==> src/rtl/multicycle_controller.sv <==
// Multi-cycle control FSM: steps each instruction through
// FETCH/DECODE/EXECUTE/MEMORY/WRITEBACK, with a resumable HALT state,
// illegal-opcode detection and retired/illegal instruction counters.
// Enables are decoded combinationally from the state register and the
// latched opcode so that each step asserts its controls in its own cycle.
module multicycle_controller #(
  parameter int unsigned          OPCODE_W = 3,
  parameter int unsigned          ALU_W    = 3,
  parameter int unsigned          CNT_W    = 16,
  parameter logic [OPCODE_W-1:0]  OP_STORE = OPCODE_W'(0),
  parameter logic [OPCODE_W-1:0]  OP_LOAD  = OPCODE_W'(1),
  parameter logic [OPCODE_W-1:0]  OP_ADD   = OPCODE_W'(2),
  parameter logic [OPCODE_W-1:0]  OP_BEQ   = OPCODE_W'(5),
  parameter logic [OPCODE_W-1:0]  OP_STOP  = OPCODE_W'(7)
) (
  input  logic                clk,
  input  logic                reset,
  input  logic                instr_valid,
  input  logic [OPCODE_W-1:0] opcode,
  input  logic                zero,
  input  logic                mem_ready,
  input  logic                resume,
  output logic                ir_load,
  output logic                pc_enable,
  output logic                branch_taken,
  output logic                reg_we,
  output logic                mem_req,
  output logic                mem_we,
  output logic [ALU_W-1:0]    alu_control,
  output logic                halted,
  output logic                illegal,
  output logic [CNT_W-1:0]    retired_cnt,
  output logic [CNT_W-1:0]    illegal_cnt
);

  // ALU operation encodings driven during EXECUTE and MEMORY
  localparam logic [ALU_W-1:0] ALU_STORE = ALU_W'(0);
  localparam logic [ALU_W-1:0] ALU_LOAD  = ALU_W'(1);
  localparam logic [ALU_W-1:0] ALU_ADD   = ALU_W'(2);
  localparam logic [ALU_W-1:0] ALU_BEQ   = ALU_W'(5);

  typedef enum logic [2:0] {
    S_FETCH     = 3'd0,
    S_DECODE    = 3'd1,
    S_EXECUTE   = 3'd2,
    S_MEMORY    = 3'd3,
    S_WRITEBACK = 3'd4,
    S_HALT      = 3'd5
  } state_t;

  state_t                state_q;
  state_t                state_d;
  logic [OPCODE_W-1:0]   op_q;
  logic [OPCODE_W-1:0]   op_d;
  logic [CNT_W-1:0]      retired_q;
  logic [CNT_W-1:0]      illegal_q;
  logic                  retire_inc;
  logic                  illegal_inc;

  // Opcode classification of the latched instruction
  logic op_is_store;
  logic op_is_load;
  logic op_is_add;
  logic op_is_beq;
  logic op_is_stop;
  logic op_is_defined;

  assign op_is_store   = (op_q == OP_STORE);
  assign op_is_load    = (op_q == OP_LOAD);
  assign op_is_add     = (op_q == OP_ADD);
  assign op_is_beq     = (op_q == OP_BEQ);
  assign op_is_stop    = (op_q == OP_STOP);
  assign op_is_defined = op_is_store | op_is_load | op_is_add |
                         op_is_beq   | op_is_stop;

  // ALU control selected from the latched opcode
  logic [ALU_W-1:0] alu_sel;

  always_comb begin
    alu_sel = ALU_STORE;
    if (op_is_load) begin
      alu_sel = ALU_LOAD;
    end else if (op_is_add) begin
      alu_sel = ALU_ADD;
    end else if (op_is_beq) begin
      alu_sel = ALU_BEQ;
    end
  end

  // State, latched opcode and counters; synchronous reset wins over all inputs
  always_ff @(posedge clk) begin
    if (reset) begin
      state_q   <= S_FETCH;
      op_q      <= '0;
      retired_q <= '0;
      illegal_q <= '0;
    end else begin
      state_q   <= state_d;
      op_q      <= op_d;
      if (retire_inc) begin
        retired_q <= retired_q + CNT_W'(1);
      end
      if (illegal_inc) begin
        illegal_q <= illegal_q + CNT_W'(1);
      end
    end
  end

  // Next-state and control decode; all outputs forced low while reset is high
  always_comb begin
    state_d      = state_q;
    op_d         = op_q;
    retire_inc   = 1'b0;
    illegal_inc  = 1'b0;
    ir_load      = 1'b0;
    pc_enable    = 1'b0;
    branch_taken = 1'b0;
    reg_we       = 1'b0;
    mem_req      = 1'b0;
    mem_we       = 1'b0;
    alu_control  = '0;
    halted       = 1'b0;
    illegal      = 1'b0;

    case (state_q)
      S_FETCH: begin
        ir_load = instr_valid;
        if (instr_valid) begin
          op_d    = opcode;
          state_d = S_DECODE;
        end
      end

      S_DECODE: begin
        if (op_is_stop) begin
          retire_inc = 1'b1;
          state_d    = S_HALT;
        end else if (!op_is_defined) begin
          // Undefined opcode: flag it and skip over the instruction
          illegal     = 1'b1;
          illegal_inc = 1'b1;
          pc_enable   = 1'b1;
          state_d     = S_FETCH;
        end else begin
          state_d = S_EXECUTE;
        end
      end

      S_EXECUTE: begin
        alu_control = alu_sel;
        if (op_is_store || op_is_load) begin
          state_d = S_MEMORY;
        end else if (op_is_beq) begin
          pc_enable    = 1'b1;
          branch_taken = zero;
          retire_inc   = 1'b1;
          state_d      = S_FETCH;
        end else begin
          state_d = S_WRITEBACK;
        end
      end

      S_MEMORY: begin
        // Hold the request until memory completes; no timeout
        mem_req     = 1'b1;
        mem_we      = op_is_store;
        alu_control = alu_sel;
        if (mem_ready) begin
          if (op_is_store) begin
            pc_enable  = 1'b1;
            retire_inc = 1'b1;
            state_d    = S_FETCH;
          end else begin
            state_d = S_WRITEBACK;
          end
        end
      end

      S_WRITEBACK: begin
        reg_we     = 1'b1;
        pc_enable  = 1'b1;
        retire_inc = 1'b1;
        state_d    = S_FETCH;
      end

      S_HALT: begin
        // instr_valid is ignored here; only resume leaves HALT
        halted = 1'b1;
        if (resume) begin
          pc_enable = 1'b1;
          state_d   = S_FETCH;
        end
      end

      default: begin
        state_d = S_FETCH;
      end
    endcase

    if (reset) begin
      ir_load      = 1'b0;
      pc_enable    = 1'b0;
      branch_taken = 1'b0;
      reg_we       = 1'b0;
      mem_req      = 1'b0;
      mem_we       = 1'b0;
      alu_control  = '0;
      halted       = 1'b0;
      illegal      = 1'b0;
    end
  end

  // Counter outputs read as zero during reset
  assign retired_cnt = reset ? '0 : retired_q;
  assign illegal_cnt = reset ? '0 : illegal_q;

endmodule

==> config.mk <==
export PLATFORM = sky130hd
export DESIGN_NAME = multicycle_controller
export DESIGN_NICKNAME = d
export VERILOG_FILES = /design/src/rtl/multicycle_controller.sv
export SDC_FILE = /design/constraint.sdc
export NUM_CORES = 1
export LEC_CHECK = 0
export CORE_ASPECT_RATIO = 0.8
export CORE_MARGIN = 5
export CORE_UTILIZATION = 40
export DETAILED_ROUTE_END_ITERATION = 10
export HOLD_SLACK_MARGIN = 0.08
export PLACE_DENSITY_LB_ADDON = 0.05
export SLEW_MARGIN = 40
export SYNTH_ARGS = -nofsm -noshare
export SYNTH_HDL_FRONTEND = slang
export SYNTH_SLANG_ARGS = --single-unit
==> constraint.sdc <==
create_clock -name clk -period 4.1 [get_ports clk]
set_input_delay 0.82 -clock clk [delete_from_list [all_inputs] [get_ports clk]]
set_output_delay 0.82 -clock clk [all_outputs]
set_load 0.1 [all_outputs]
### Word level (Yosys, flattened, before mapping)

Index checks and enable logic that the tools add are counted.

* flip-flop bits (word level): 38
* bits in latches: 0
* bits in writable memories: 0
* memory bits (read-only): 0
* output and inout port bits: 43
* logic and storage cells: 71
* memories kept: 0

* add/sub/neg operators: 2
* multipliers: 0
* divide/modulo/power cells: 0
* order comparisons: 0
* equality and inequality tests: 12
* shifts and indexed selects: 0
* multiplexer cells: 43
* bitwise logic cells: 4
* reductions and logical operators: 6

Operators by type and width (count)
* $mux 3: 12
* $add 16x1->16 const B: 2
* $mux 16: 2
* $mux 1: 25
* $pmux 3 s5: 1
* $eq 3x3->1 const B: 4
* $eq 3x2->1 const B: 3
* $eq 3x1->1 const B: 2
* $logic_not 3->1: 2
* $ne 2x2->1 const B: 3
* $pmux 1 s5: 1
* $or 1x1->1: 4
* $pmux 1 s4: 1
* $reduce_and 3->1: 1
* $mux 2: 1
* $reduce_and 2->1: 1
* $reduce_or 2->1: 1
* $logic_or 1x1->1: 1

### Depth between registers and ports, before layout

* word-level depth: 9
* gate-level depth with buffers: 6
* gate-level depth less buffers: 5

### Worst setup path before layout

No wires, ideal clock.

* kind: input to output
* start: input reset
* end: output branch_taken
* arrival: 4.330 ns
* slack: -1.050 ns
* stages: 3
* buffers on the path: 2
* path through: clkbuf_1 > buf_1 > nor4b_1

* word-level cells in the longest chain between the ends: 1

RTL lines
* start, declared: line 17 `input logic reset,`
* $mux 1: line 200 `if (reset) begin`
* end, declared: line 25 `output logic branch_taken,`

No other way between the ends.

### Worst setup path after layout

* start: register state_q[1]
* end: output pc_enable

* word-level cells in the longest chain between the ends: 3

RTL lines
* start, declared: line 51 `state_t state_q;`
* start signal, assigned: line 98 `state_q <= state_d;`
* $eq 3x3->1 (tied with other cells): line 125 `case (state_q)`
* $pmux 1 s5 *: line 125
* $mux 1 *: line 200
* end, declared: line 24 `output logic pc_enable,`

Mark *: on every way between the ends. The rest lies on a longest branch, timed or not.

==> impl_metrics.env <==
export IMPL_period_minus_slack_ps=3163
export IMPL_timing_max_slew_rel_slack_pct=47.74
export IMPL_postLayoutCellArea_sq_um=2885
export IMPL_critPathArrivalTime_ps=2340
export IMPL_postCtsResizedCells=0
export IMPL_power_density_nw_per_um2=289.6
export IMPL_tightest_slew_ps=784.0
export IMPL_grt_use_total_pct=15.39
export IMPL_hp_class="flop to flop"
export IMPL_synth_yosys_seq_area_share_pct=31.77
export IMPL_via_count_of_the_first_global_routing_pass=1912
export IMPL_synth_top_cell_area_share_pct=31.77
export IMPL_timing_clock_skew_ps=5.712
export IMPL_report_final_setup_viol=0
export IMPL_grt_start_max_net_pins=31
export IMPL_synthesis_instances=290
export IMPL_largest_family_of_logic_cells_by_synthesized_area="simple AND/OR/NAND/NOR gates"
export IMPL_yosys_register_bits=38
export IMPL_post_route_drc_count=0
export IMPL_core_sq_um=5849
export IMPL_fin_crit_sh_pct=77.14
export IMPL_tritoncts_num_sinks=38
export IMPL_post_synth_xor_area_fraction_pct=1.463
export IMPL_post_place_cells=402
export IMPL_synth_area_top_cells="sky130_fd_sc_hd__dfxtp_1 (32%), sky130_fd_sc_hd__nor2b_1 (8.1%), sky130_fd_sc_hd__mux2_2 (5.6%)"
export IMPL_r2r_end="retired_q[15]$_SDFFE_PP0P_"
export IMPL_drt_initial_drc_count=90
export IMPL_fillers=584
export IMPL_grt_setup_unrepaired="no"
export IMPL_path_max_fanout=17
export IMPL_synth_adder_area_share_pct=1.045
export IMPL_clk_pin_slew_worst_paths_ps=80
export IMPL_pre_cts_ws_ps=1103
export IMPL_ant_nets=0
export IMPL_grt_overflow_total=0
export IMPL_wirelength_mm=5.686
export IMPL_r2r_slack_ps=1530
export IMPL_dp_hpwl_mm=4.054
export IMPL_synth_area_sq_um=2395
export IMPL_cts_buffers=5
export IMPL_post_cts_buffers=0
export IMPL_placed_area_sq_um=2793
export IMPL_synthesis_yosys_warnings=0
export IMPL_chipHeight_microns=79.21
export IMPL_grt_pass1_wl_mm=9.397
export IMPL_io_pins=52
export IMPL_syn_to_final_growth_pct=20.48
export IMPL_cts_tree="built"
export IMPL_worst_setup_path_end_kind="output port"
export IMPL_synth_compound_area_share_pct=17.50
export IMPL_synthesis_nets=301
export IMPL_worst_setup_path_endpoint="pc_enable"
export IMPL_diodes=0
export IMPL_synth_largest_area_cell="sky130_fd_sc_hd__dfxtp_1"
export IMPL_layout_setup_ws_ps=937.4
export IMPL_die_area_sq_um=7644
export IMPL_post_synth_cell_area_avg_sq_um=8.258
export IMPL_die_width_microns=96.51
export IMPL_dominantRegCellSynth="sky130_fd_sc_hd__dfxtp_1"
export IMPL_start_util_pct=40.94
export IMPL_routabilityCongestion=0.7877
export IMPL_initial_antenna_violation_count=0
export IMPL_portBuffers=51
export IMPL_startpoint_type="flop"
export IMPL_async_reset_ff_share_pct=0
export IMPL_count_of_flip_flops_with_a_built_in_enable_after_synthesis=0
export IMPL_peakVddDrop_mv=0.1293
export IMPL_hold_violations=0
export IMPL_yosysUniqueCellTypes=52
export IMPL_ratio_of_cells_with_drive_above_1_in_the_final_layout_pct=23.71
export IMPL_fin_worst_hold_slack_ps=483.8
export IMPL_max_freq_mhz=316.2
export IMPL_ctsHoldBuffers=0
export IMPL_final_instance_count_excl_fill=410
export IMPL_first_pass_iters=4
export IMPL_std_cell_rows=25
export IMPL_clkLatencyLatePin_ps=290
export IMPL_vias=2171
export IMPL_count_of_max_cap_constraint_violations=0
export IMPL_outcome="complete, no violations"
export IMPL_root_buffer_cell="sky130_fd_sc_hd__clkbuf_8"
export IMPL_h_tree_depth=2
export IMPL_critPathLaunch="state_q[1]$_SDFFE_PP0P_"
export IMPL_clock_tree_buffer_depth=2
export IMPL_final_net_count=339
export IMPL_synth_simple_gate_area_share_pct=33.44
export IMPL_timing_rr_start="state_q[1]$_SDFFE_PP0P_"
export IMPL_kind_of_critical_path="flop to output port"
export IMPL_r2r_worst_path_cells=4
export IMPL_detail_route_vias_per_cell=5.295
export IMPL_detail_route_wl_per_cell_microns=13.87
export IMPL_timing_max_transition_violations_final=0
export IMPL_synthMuxAreaShare_pct=8.307
export IMPL_power_leakage_nw=1.093
export IMPL_finalPower_w=0.0008356
export IMPL_crit_required_ps=3280
[where the power goes]
group          total (W)  switching, W  internal (W)  leakage [nW]
sequential      0.000418     0.0000397      0.000379         0.307
combinational   0.000146     0.0000891     0.0000569         0.738
clock           0.000271      0.000135      0.000136        0.0482
total           0.000836      0.000264      0.000572          1.09
[registers in the layout, indices dropped and copies added (netlist names)]
register   count
op_q           3
state_q        3
retired_q     16
illegal_q     16
[synth_stat cells, types with 4 or more instances]
library cell and instances:
sky130_fd_sc_hd__nor2_1 35, sky130_fd_sc_hd__inv_1 5, sky130_fd_sc_hd__buf_6 5, sky130_fd_sc_hd__nor3_1 4
sky130_fd_sc_hd__and4_1 6, sky130_fd_sc_hd__clkbuf_1 11, sky130_fd_sc_hd__a21oi_1 21, sky130_fd_sc_hd__a211oi_1 8
sky130_fd_sc_hd__nor4bb_1 4, sky130_fd_sc_hd__o21ai_0 13, sky130_fd_sc_hd__nand3_1 12, sky130_fd_sc_hd__dfxtp_1 38
sky130_fd_sc_hd__nor2b_1 31, sky130_fd_sc_hd__nand2_1 9, sky130_fd_sc_hd__nand4_1 9, sky130_fd_sc_hd__mux2_2 12
sky130_fd_sc_hd__or3_1 10
[worst min-delay path by stage]
| stage | startpoint | endpoint | slack (ps) | depth (start not counted) |
|---|---|---|---|---|
| 6_report | illegal_q[15]$_SDFFE_PP0N_ | illegal_q[15]$_SDFFE_PP0N_ | 480 | 2 |
| 5_1_grt | illegal_q[15]$_SDFFE_PP0N_ | illegal_q[15]$_SDFFE_PP0N_ | 510 | 2 |
| 4_1_cts | illegal_q[15]$_SDFFE_PP0N_ | illegal_q[15]$_SDFFE_PP0N_ | 490 | 2 |
| 3_5_place_dp | illegal_q[15]$_SDFFE_PP0N_ | illegal_q[15]$_SDFFE_PP0N_ | 470 | 2 |
| 3_3_place_gp | illegal_q[15]$_SDFFE_PP0N_ | illegal_q[15]$_SDFFE_PP0N_ | 470 | 2 |
| 2_1_floorplan | illegal_q[15]$_SDFFE_PP0N_ | illegal_q[15]$_SDFFE_PP0N_ | 450 | 2 |
[through the flow]
| stage | setup TNS [ps] | utilization, % |
|---|---|---|
| after global routing | 0 | 49.33 |
| final | 0 | 49.33 |
| after floorplan | -3804 | - |
| after detailed placement | 0 | 47.74 |
| after CTS | 0 | 49.30 |
| after global placement | 0 | 47.74 |
[layout make-up]
cell class              count  area, sq um  share of cell area [%]
clock buffers               7        86.33                   2.992
clock inverters             1        5.005                  0.1735
multi-input cells         224         1479                   51.26
well taps                  81        101.3                   3.513
inverters                   5        18.77                  0.6505
repair buffers             54        432.9                   15.00
flip-flops and latches     38        762.0                   26.41
[cells in the final DEF, fill, tap and decap left out, types with 2 or more instances in the layout]
cell type                         netlist  final
sky130_fd_sc_hd__inv_1                  5      5
sky130_fd_sc_hd__and4_1                 6      6
sky130_fd_sc_hd__nor4bb_1               4      4
sky130_fd_sc_hd__ha_1                   2      2
sky130_fd_sc_hd__nor4b_1                3      3
sky130_fd_sc_hd__nand3_1               12     12
sky130_fd_sc_hd__nor2b_1               31     31
sky130_fd_sc_hd__dfxtp_1               38     37
sky130_fd_sc_hd__nor2_1                35     35
sky130_fd_sc_hd__a211oi_2               3      3
sky130_fd_sc_hd__and3_1                 2      2
sky130_fd_sc_hd__and2_1                 2      2
sky130_fd_sc_hd__o211ai_1               3      3
sky130_fd_sc_hd__mux2_1                 3      3
sky130_fd_sc_hd__o2111ai_1              2      2
sky130_fd_sc_hd__xor2_1                 3      3
sky130_fd_sc_hd__mux2_2                12     12
sky130_fd_sc_hd__mux2i_1                3      3
sky130_fd_sc_hd__and3_2                 2      2
sky130_fd_sc_hd__nand2b_1               2      2
sky130_fd_sc_hd__buf_4                  3     45
sky130_fd_sc_hd__nand2_1                9      9
sky130_fd_sc_hd__a21oi_1               21     21
sky130_fd_sc_hd__or3_1                 10     10
sky130_fd_sc_hd__nand4_1                9      9
sky130_fd_sc_hd__o21ai_0               13     13
sky130_fd_sc_hd__clkbuf_8               0      6
sky130_fd_sc_hd__nor3_1                 4      4
sky130_fd_sc_hd__a211oi_1               8      8
sky130_fd_sc_hd__clkdlybuf4s50_1        0      7
[worst max-delay path, cell delays in order, from the launching register on]
cell and delay (ps):
sky130_fd_sc_hd__dfxtp_1 680, sky130_fd_sc_hd__nor3b_2 480, sky130_fd_sc_hd__a31oi_1 140, sky130_fd_sc_hd__o2111a_1 250
sky130_fd_sc_hd__a211oi_1 180, sky130_fd_sc_hd__buf_4 330
[per-layer routing]
metal	routed length [microns]	GRT usage, %	vias to the layer above
met5	0	0	-
met4	38	3.361	0
met3	285	3.314	5
met2	2404	21.21	43
met1	2958	24.00	997
li1	-	-	1126
[kinds of logic after synthesis]
logic type | after synthesis
AOI/OAI and AO/OA | 61
xor gates and xnor gates | 4
adders and majority gates | 2
buffers and inverters | 28
DFF | 38
muxes | 18
and+or+nand+nor | 139
(Power assumes the default switching activity.)
